[src/rtl/bitmap_pkg.sv]
// bitmap_pkg: shared sizing and types for the occupancy bitmap and the
// priority encoder that consumes it.
//   W    - bitmap width (power of two, >= 8)
//   IDXW - index width
//   CNTW - population count width, wide enough to hold W
package bitmap_pkg;
    localparam int W    = 256;
    localparam int IDXW = $clog2(W);
    localparam int CNTW = IDXW + 1;

    typedef logic [W-1:0]    bitmap_t;
    typedef logic [IDXW-1:0] idx_t;
    typedef logic [CNTW-1:0] cnt_t;
endpackage

[src/rtl/bitmap_decoder_onehot.sv]
// onehot_decoder: combinational index -> one-hot decode.
//   idx    in  IDXW  index to decode
//   onehot out W     (1 << idx)
// Built as a 3-to-8 decode of idx[2:0] replicated across W/8 groups, each
// group gated by an enable decoded from the upper index bits. This mirrors
// the 8-bit grouping used by the priority encoder.
module onehot_decoder
    import bitmap_pkg::*;
(
    input  idx_t    idx,
    output bitmap_t onehot
);
    localparam int NGRP = W / 8;

    logic [7:0]      lo;
    logic [NGRP-1:0] grp_en;

    assign lo = 8'(1) << idx[2:0];

    generate
        if (NGRP > 1) begin : g_hi
            assign grp_en = NGRP'(1) << idx[IDXW-1:3];
        end else begin : g_one
            assign grp_en = 1'b1;
        end

        for (genvar g = 0; g < NGRP; g++) begin : g_grp
            assign onehot[g*8 +: 8] = grp_en[g] ? lo : 8'h00;
        end
    endgenerate
endmodule

[src/rtl/bitmap_decoder.sv]
// bitmap_decoder: registered one-hot decode plus a set/clear occupancy
// bitmap with population count and full/empty flags.
//   clk, rst         clock, synchronous active-high reset
//   dec_valid/idx    decode request; onehot/onehot_valid one cycle later
//   set_valid/idx    set a bitmap entry
//   clr_valid/idx    clear a bitmap entry (a same-index set wins)
//   bitmap           registered occupancy vector
//   count            number of set bits, registered with bitmap
//   empty, full      registered from the next count
module bitmap_decoder
    import bitmap_pkg::*;
(
    input  logic            clk,
    input  logic            rst,
    input  logic            dec_valid,
    input  logic [IDXW-1:0] dec_idx,
    input  logic            set_valid,
    input  logic [IDXW-1:0] set_idx,
    input  logic            clr_valid,
    input  logic [IDXW-1:0] clr_idx,
    output logic [W-1:0]    onehot,
    output logic            onehot_valid,
    output logic [W-1:0]    bitmap,
    output logic [CNTW-1:0] count,
    output logic            empty,
    output logic            full
);
    bitmap_t dec_mask, set_mask, clr_mask, bitmap_next;
    logic    inc, dec;
    cnt_t    count_next;

    onehot_decoder u_dec (.idx(dec_idx), .onehot(dec_mask));
    onehot_decoder u_set (.idx(set_idx), .onehot(set_mask));
    onehot_decoder u_clr (.idx(clr_idx), .onehot(clr_mask));

    // Count tracks actual bit transitions, so redundant set/clear requests
    // and the set-over-clear collision never move it; that alone keeps
    // count inside [0, W] with no saturation logic.
    always_comb begin
        inc = set_valid && ((bitmap & set_mask) == '0);
        dec = clr_valid && ((bitmap & clr_mask) != '0)
              && !(set_valid && (set_idx == clr_idx));
        // Clear first, then OR in the set so a same-index set wins.
        bitmap_next = (bitmap & ~(clr_valid ? clr_mask : '0))
                      | (set_valid ? set_mask : '0);
        count_next  = count + cnt_t'(inc) - cnt_t'(dec);
    end

    always_ff @(posedge clk) begin
        if (rst) begin
            onehot       <= '0;
            onehot_valid <= 1'b0;
            bitmap       <= '0;
            count        <= '0;
            empty        <= 1'b1;
            full         <= 1'b0;
        end else begin
            onehot_valid <= dec_valid;
            if (dec_valid)
                onehot <= dec_mask;
            bitmap <= bitmap_next;
            count  <= count_next;
            empty  <= (count_next == '0);
            full   <= (count_next == cnt_t'(W));
        end
    end
endmodule

[config.mk]
export PLATFORM = sky130hd
export DESIGN_NAME = bitmap_decoder
export DESIGN_NICKNAME = d
export VERILOG_FILES = /design/src/rtl/bitmap_pkg.sv /design/src/rtl/bitmap_decoder_onehot.sv /design/src/rtl/bitmap_decoder.sv
export SDC_FILE = /design/constraint.sdc
export NUM_CORES = 2
export LEC_CHECK = 0
export ABC_AREA = 1
export ABC_CLOCK_PERIOD_IN_PS = 3500
export BUFFER_PORTS_ARGS = -buffer_cell sky130_fd_sc_hd__buf_4
export CAP_MARGIN = 10
export CORE_MARGIN = 2
export CORE_UTILIZATION = 43
export DETAILED_ROUTE_END_ITERATION = 6
export PLACE_DENSITY = 0.76
export SETUP_SLACK_MARGIN = 0.3
export SLEW_MARGIN = 10
export SYNTH_ARGS = -nofsm -noshare
export SYNTH_HDL_FRONTEND = slang
export SYNTH_SLANG_ARGS = --single-unit
[constraint.sdc]
create_clock -name clk -period 3.5 [get_ports clk]
set_input_delay 0.35 -clock clk [delete_from_list [all_inputs] [get_ports clk]]
set_output_delay 0.35 -clock clk [all_outputs]
set_load 0.01 [all_outputs]
---- Word-level counts from Yosys, hierarchy flattened ----
Index checks and enable logic that the tools add are counted.
Widths: inputs -> output; s select.
storage, ports and cells
  register bits ........................... 524
  memories ................................ 0
  output and inout port bits .............. 524
  bits in read-only memories .............. 0
  bits in latches ......................... 0
  input port bits ......................... 29
  word-level logic and storage cells ...... 127
  bits in writable memories ............... 0
cells by class
  divide/modulo/power cells ............... 0
  muxes and demuxes ....................... 98
  shift-type cells ........................ 6
  multipliers ............................. 0
  eq/ne operators ......................... 2
  reductions and logical operators ........ 8
  bitwise operators ....................... 5
  $add $sub $neg .......................... 2
  $lt $le $gt $ge ......................... 0
operators by type and width
  operator              count
  $and 256x256->256     3
  $mux 8                96
  $mux 256              2
  $logic_not 256->1     1
  $not 256->256         1
  $or 256x256->256      1
  $reduce_bool 256->1   1
  $shl 1x5->32 const A  3
  $shl 1x3->8 const A   3
  $add 9x1->9           1
  $eq 9x9->1 const B    1
  $logic_not 9->1       1
  $sub 9x1->9           1
  $eq 8x8->1            1
  $logic_and 1x1->1     4
  $logic_not 1->1       1

---- Depth between registers and ports, before layout ----
  word-level depth ........................ 8
  mapped depth ............................ 27
  gate-level depth less buffers ........... 25

---- Modules after synthesis ----
Synthesis repeated with hierarchy kept, for this count alone.
unflattened totals
  cells, all modules ...................... 4581
  area, all modules ....................... 27174.8 um2
modules (own cells, without submodules)
  module          cells an instance  times used  area an instance (um2)  seq. area each (um2)
  bitmap_decoder  3555               1           23042.1                 10490.1
  onehot_decoder  342                3           1377.6                  0.0

---- Worst setup path after synthesis ----
No wires, ideal clock.
  path type ............................... input to register
  start point ............................. in set_idx[7]
  end point ............................... reg full
  setup time .............................. 0.078 ns
  required time ........................... 3.422 ns
  slack ................................... -0.095 ns
  stages .................................. 22
  buffers on the path ..................... 3
  arrival time ............................ 3.517 ns
  path through ............................ buf_4 -> inv_2 -> buf_2 -> nor2_1 -> buf_2 -> nand3_1 -> nand2_1 -> nor4_1 -> nand3_1 -> nor2_1 -> nand2_1 -> ha_1 -> inv_1 -> ha_1 -> inv_1 -> fa_1 -> o21ai_0 -> a21oi_1 -> o21bai_1 -> xnor2_1 -> nand4_1 -> nor3_1
between the ends
  word-level cells in the longest chain between the ends .. 8
  elaborated cells on any way between the ends .. 43
  classes of those cells .................. add/sub: 2; eq/ne: 2; shift: 1; mux: 32; bitwise: 1; reduce/logical: 5
ends and longest elaborated chain
  item                  RTL line                     RTL
  from (decl)           bitmap_decoder.sv:18         input logic [IDXW-1:0] set_idx,
  $shl 1x5->32          bitmap_decoder_onehot.sv:22  assign grp_en = NGRP'(1) << idx[IDXW-1:3];
  $mux 8                bitmap_decoder_onehot.sv:28  assign onehot[g*8 +: 8] = grp_en[g] ? lo : 8'h00;
  $and 256x256->256     bitmap_decoder.sv:40         inc = set_valid && ((bitmap & set_mask) == '0);
  $logic_not 256->1     bitmap_decoder.sv:40
  $logic_and 1x1->1     bitmap_decoder.sv:40
  $add 9x1->9           bitmap_decoder.sv:46         count_next = count + cnt_t'(inc) - cnt_t'(dec);
  $sub 9x1->9 (*)       bitmap_decoder.sv:46
  $eq 9x9->1 (*)        bitmap_decoder.sv:64         full <= (count_next == cnt_t'(W));
  to (signal assigned)  bitmap_decoder.sv:64
  to (decl)             bitmap_decoder.sv:26         output logic full
Every way passes the cells marked *; elsewhere a longest branch is shown, timed or not.
A chain may end at the register's enable or synchronous reset.

---- Worst setup path in the final report ----
  start point ............................. reg bitmap[147]
  end point ............................... reg full
between the ends
  word-level cells in the longest chain between the ends .. 6
  elaborated cells on any way between the ends .. 10
  classes of those cells .................. add/sub: 2; eq/ne: 1; bitwise: 2; reduce/logical: 5
ends and longest elaborated chain
  item                                                      RTL line                                    RTL
  from (decl)                                               bitmap_decoder.sv:23                        output logic [W-1:0] bitmap,
  from (signal assigned)                                    bitmap_decoder.sv:61                        bitmap <= bitmap_next;
  $and 256x256->256 (on tied branches)                      bitmap_decoder.sv:40, bitmap_decoder.sv:41
  $logic_not 256->1 or $reduce_bool 256->1 (tied branches)  bitmap_decoder.sv:40, bitmap_decoder.sv:41
  $logic_and 1x1->1 (on tied branches)                      bitmap_decoder.sv:40, bitmap_decoder.sv:41
  $add 9x1->9 or $logic_and 1x1->1 (tied branches)          bitmap_decoder.sv:46, bitmap_decoder.sv:42
  $sub 9x1->9 (*)                                           bitmap_decoder.sv:46
  $eq 9x9->1 (*)                                            bitmap_decoder.sv:64
Marks and branches as above.

==> impl_metrics.sql <==
INSERT INTO impl_metrics (metric_group, metric, value, unit) VALUES
('sta', 'layout_min_cycle_time', '3350', 'ps'),
('critical_path', 'timing.rr.end', 'full$_SDFF_PP0_', ''),
('hold_path', 'min_path_cells', '2', ''),
('clock_network', 'clock_latency_at_the_later_pin_of_the_worst_skew_pair', '670', 'ps'),
('yosys', 'yosysSeqAreaShare', '40.0', '%'),
('placement', 'cell_count_after_placement', '5462', ''),
('global_routing', 'largest_net_degree_at_the_start_of_global_routing', '258', ''),
('global_routing', 'number_of_global_route_vias_before_repair', '31791', ''),
('yosys', 'synth.net_count', '3940', ''),
('clock_network', 'clk_pin_slew', '60', 'ps'),
('yosys', 'postSynthRegisterBits', '524', ''),
('power_and_ir_drop', 'worst_supply_voltage_drop_on_vdd', '0.000456', 'V'),
('floorplanning', 'design.portCount', '553', ''),
('placement', 'dpl_cell_area', '35300', 'sq um'),
('sta', 'worst-slew-pin-transition', '1120', 'ps'),
('placement', 'pre_cts_slack', '-820', 'ps'),
('routing', 'avgViaCountPerCell', '6.28', ''),
('final_layout', 'area_growth', '45.7', '%'),
('critical_path', 'cp-start-kind', 'register', ''),
('routing', 'totalWireLength', '150000', 'um'),
('sta', 'layout_worst_path_cycle_share', '95.7', '%'),
('critical_path', 'rrSetupSlack', '150', 'ps'),
('hold_path', 'hold_end', 'onehot[3]$_SDFFE_PP0P_', ''),
('sta', 'setup_repair_after_global_routing_missed_its_margin', 'yes', ''),
('status', 'violated_checks', 'design-rule violations', ''),
('critical_path', 'timing.reg2reg.worst_path_depth', '22', ''),
('sta', 'clock-skew-final', '19.7', 'ps'),
('sta', 'timing.fmax', '299', 'MHz'),
('routing', 'vias', '35167', ''),
('sta', 'maxSlewViolCount', '0', ''),
('routing', 'drt_pass1_iterations', '7', ''),
('hold_path', 'worst_hold_path_type', 'in2reg', ''),
('final_layout', 'post_route_cells_drive_above_1_share', '31.2', '%'),
('yosys', 'postSynthAreaPerCell', '6.72', 'sq um'),
('global_routing', 'remaining_global_route_overflow', '0', ''),
('yosys', 'netlist_instances', '3901', ''),
('sta', 'hold_viol', '0', ''),
('yosys', 'synth_area', '26200', 'sq um'),
('yosys', 'yosysUniqueCellTypes', '33', ''),
('clock_network', 'max-clock-path-buffers', '3', ''),
('final_layout', 'nets', '4808', ''),
('yosys', 'yosysWarningCount', '0', ''),
('clock_network', 'cts_made_buffers', '55', ''),
('hold_path', 'hp-start', 'rst', ''),
('final_layout', 'final-instance-count-excl-fill', '5598', ''),
('floorplanning', 'die_height', '251', 'um'),
('global_routing', 'grt_first_pass_wirelength', '215000', 'um'),
('clock_network', 'cts_hold_buffers', '0', ''),
('clock_network', 'tritoncts', 'done', ''),
('floorplanning', 'floorplan.die_area', '63000', 'sq um'),
('floorplanning', 'placement_rows', '90', ''),
('critical_path', 'crit_required', '4080', 'ps'),
('clock_network', 'clock-sinks', '524', ''),
('routing', 'routed_wire_length_per_instance', '26.7', 'um'),
('clock_network', 'clk_root_buffer_cell', 'sky130_fd_sc_hd__clkbuf_16', ''),
('power_and_ir_drop', 'leakage', '16.0', 'nW'),
('critical_path', 'critical_path_arrival', '3930', 'ps'),
('routing', 'initialDrtViolationCount', '5502', ''),
('routing', 'drc', '1', ''),
('global_routing', 'total_routing_usage_reported_by_global_routing', '45.3', '%'),
('status', 'run_status', 'complete, but fails checks', ''),
('sta', 'worst_slack', '151', 'ps'),
('sta', 'setup_tns', '0', 'ps'),
('floorplanning', 'initial_core_utilization', '43.5', '%'),
('clock_network', 'cts.htree.levels', '2', ''),
('placement', 'portBuffers', '552', ''),
('critical_path', 'worst-setup-path-type', 'reg2reg', ''),
('power_and_ir_drop', 'powerDensity', '374', 'nW/um^2'),
('sta', 'count_of_final_setup_violators', '0', ''),
('placement', 'gp_routability_congestion', '1.17', ''),
('critical_path', 'setup.worst_path.start', 'bitmap[147]$_SDFF_PP0_', '');
==> worst max path at each step <==
stage	slack, ps	endpoint
after floorplan	260	empty$_SDFF_PP1_
after global placement	-840	full$_SDFF_PP0_
after detailed placement	-820	empty$_SDFF_PP1_
after CTS	240	empty$_SDFF_PP1_
after global routing	30	full$_SDFF_PP0_
final	150	full$_SDFF_PP0_
==> sequential cells by signal (all words and copies together), names as in the netlist <==
register / count
bitmap: 256
empty: 1
count: 9
full: 1
onehot_valid: 1
onehot: 256
==> synthesized netlist by cell type <==
cell type	count	area [sq um]
sky130_fd_sc_hd__ha_1	9	113
sky130_fd_sc_hd__nand3_1	1018	5090
sky130_fd_sc_hd__a21oi_1	457	2290
sky130_fd_sc_hd__buf_6	2	22.5
sky130_fd_sc_hd__clkbuf_1	183	687
sky130_fd_sc_hd__nand3b_1	2	15.0
sky130_fd_sc_hd__buf_4	36	270
sky130_fd_sc_hd__nor2_1	304	1140
sky130_fd_sc_hd__xnor2_1	4	35.0
sky130_fd_sc_hd__nor2_4	5	56.3
sky130_fd_sc_hd__a211oi_1	1	7.51
sky130_fd_sc_hd__inv_1	46	173
sky130_fd_sc_hd__fa_1	1	20.0
sky130_fd_sc_hd__nand4_1	82	513
sky130_fd_sc_hd__clkinv_1	3	11.3
sky130_fd_sc_hd__nor3_4	3	48.8
sky130_fd_sc_hd__nor4_1	3	18.8
sky130_fd_sc_hd__nor3_2	9	90.1
sky130_fd_sc_hd__o21bai_1	1	7.51
sky130_fd_sc_hd__dfxtp_1	524	10500
sky130_fd_sc_hd__nor3_1	9	45.0
sky130_fd_sc_hd__or2_4	1	8.76
sky130_fd_sc_hd__nand4_2	2	25.0
sky130_fd_sc_hd__buf_2	129	646
sky130_fd_sc_hd__buf_1	7	26.3
sky130_fd_sc_hd__nor2_2	29	181
sky130_fd_sc_hd__nor2_8	2	40.0
sky130_fd_sc_hd__o22ai_1	4	25.0
sky130_fd_sc_hd__xor2_1	7	61.3
sky130_fd_sc_hd__inv_2	6	22.5
sky130_fd_sc_hd__o21ai_0	5	25.0
sky130_fd_sc_hd__a22oi_1	64	480
sky130_fd_sc_hd__nand2_1	943	3540
==> cells by family (layout without fill, tap and decap cells) <==
group,count (synthesis),after routing,synth area share [%]
buffers and inverters,412,1322,7.08
adder cells (fa/ha/maj),10,10,0.506
other,0,5,0
XOR/XNOR,11,11,0.367
flip-flops,524,524,40.0
AND/OR/NAND/NOR,2412,2412,41.2
AO/OA/AOI/OAI,532,532,10.8
==> layout make-up <==
cell class / count / area [sq um]
fillers: 5322 / 22100
inverters: 55 / 251
clock buffers: 73 / 1520
diodes: 5 / 12.5
flip-flops and latches: 524 / 10500
clock inverters: 26 / 403
multi-input cells: 2965 / 14600
repair buffers: 1168 / 9880
well taps: 782 / 978
==> power by group <==
part / total, mW / internal (mW) / switching (mW)
sequential: 6.06 / 6.01 / 0.0497
combinational: 1.87 / 0.690 / 1.18
clock: 6.35 / 3.61 / 2.74
total: 14.3 / 10.3 / 3.97
==> routing by layer <==
metal	GRT usage, %	wire length, um	vias up
li1	-	-	15025
met4	27.8	12200	2
met5	0	37	-
met3	15.7	23000	743
met2	65.9	61200	3026
met1	57.5	53300	16371
==> what timing repair did <==
| item | 4_1_cts | 5_1_grt |
|---|---|---|
| setup buffers | 21 | 11 |
| gates resized for setup | 109 | 87 |
| endpoints found under the setup margin | 8 | 7 |
| pin swaps | 45 | 52 |
| endpoints found under the hold margin | 0 | 0 |
==> critical path, stage by stage (launching register included) <==
cell	delay (ps)
sky130_fd_sc_hd__dfxtp_1	340
sky130_fd_sc_hd__nand4_1	220
sky130_fd_sc_hd__nand2_1	130
sky130_fd_sc_hd__nor2_2	110
sky130_fd_sc_hd__nand2_1	70
sky130_fd_sc_hd__nor2_2	150
sky130_fd_sc_hd__buf_4	130
sky130_fd_sc_hd__nand2_1	40
sky130_fd_sc_hd__nor2_1	100
sky130_fd_sc_hd__nand2_1	60
sky130_fd_sc_hd__nor2_1	130
sky130_fd_sc_hd__nor2_2	70
sky130_fd_sc_hd__ha_4	230
sky130_fd_sc_hd__inv_4	60
sky130_fd_sc_hd__ha_4	120
sky130_fd_sc_hd__inv_2	40
sky130_fd_sc_hd__fa_2	380
sky130_fd_sc_hd__o21ai_2	160
sky130_fd_sc_hd__a21oi_1	80
sky130_fd_sc_hd__o21bai_1	170
sky130_fd_sc_hd__xnor2_1	150
sky130_fd_sc_hd__nand4_1	130
sky130_fd_sc_hd__nor3_1	180
Power figures use the tool's default switching activity.
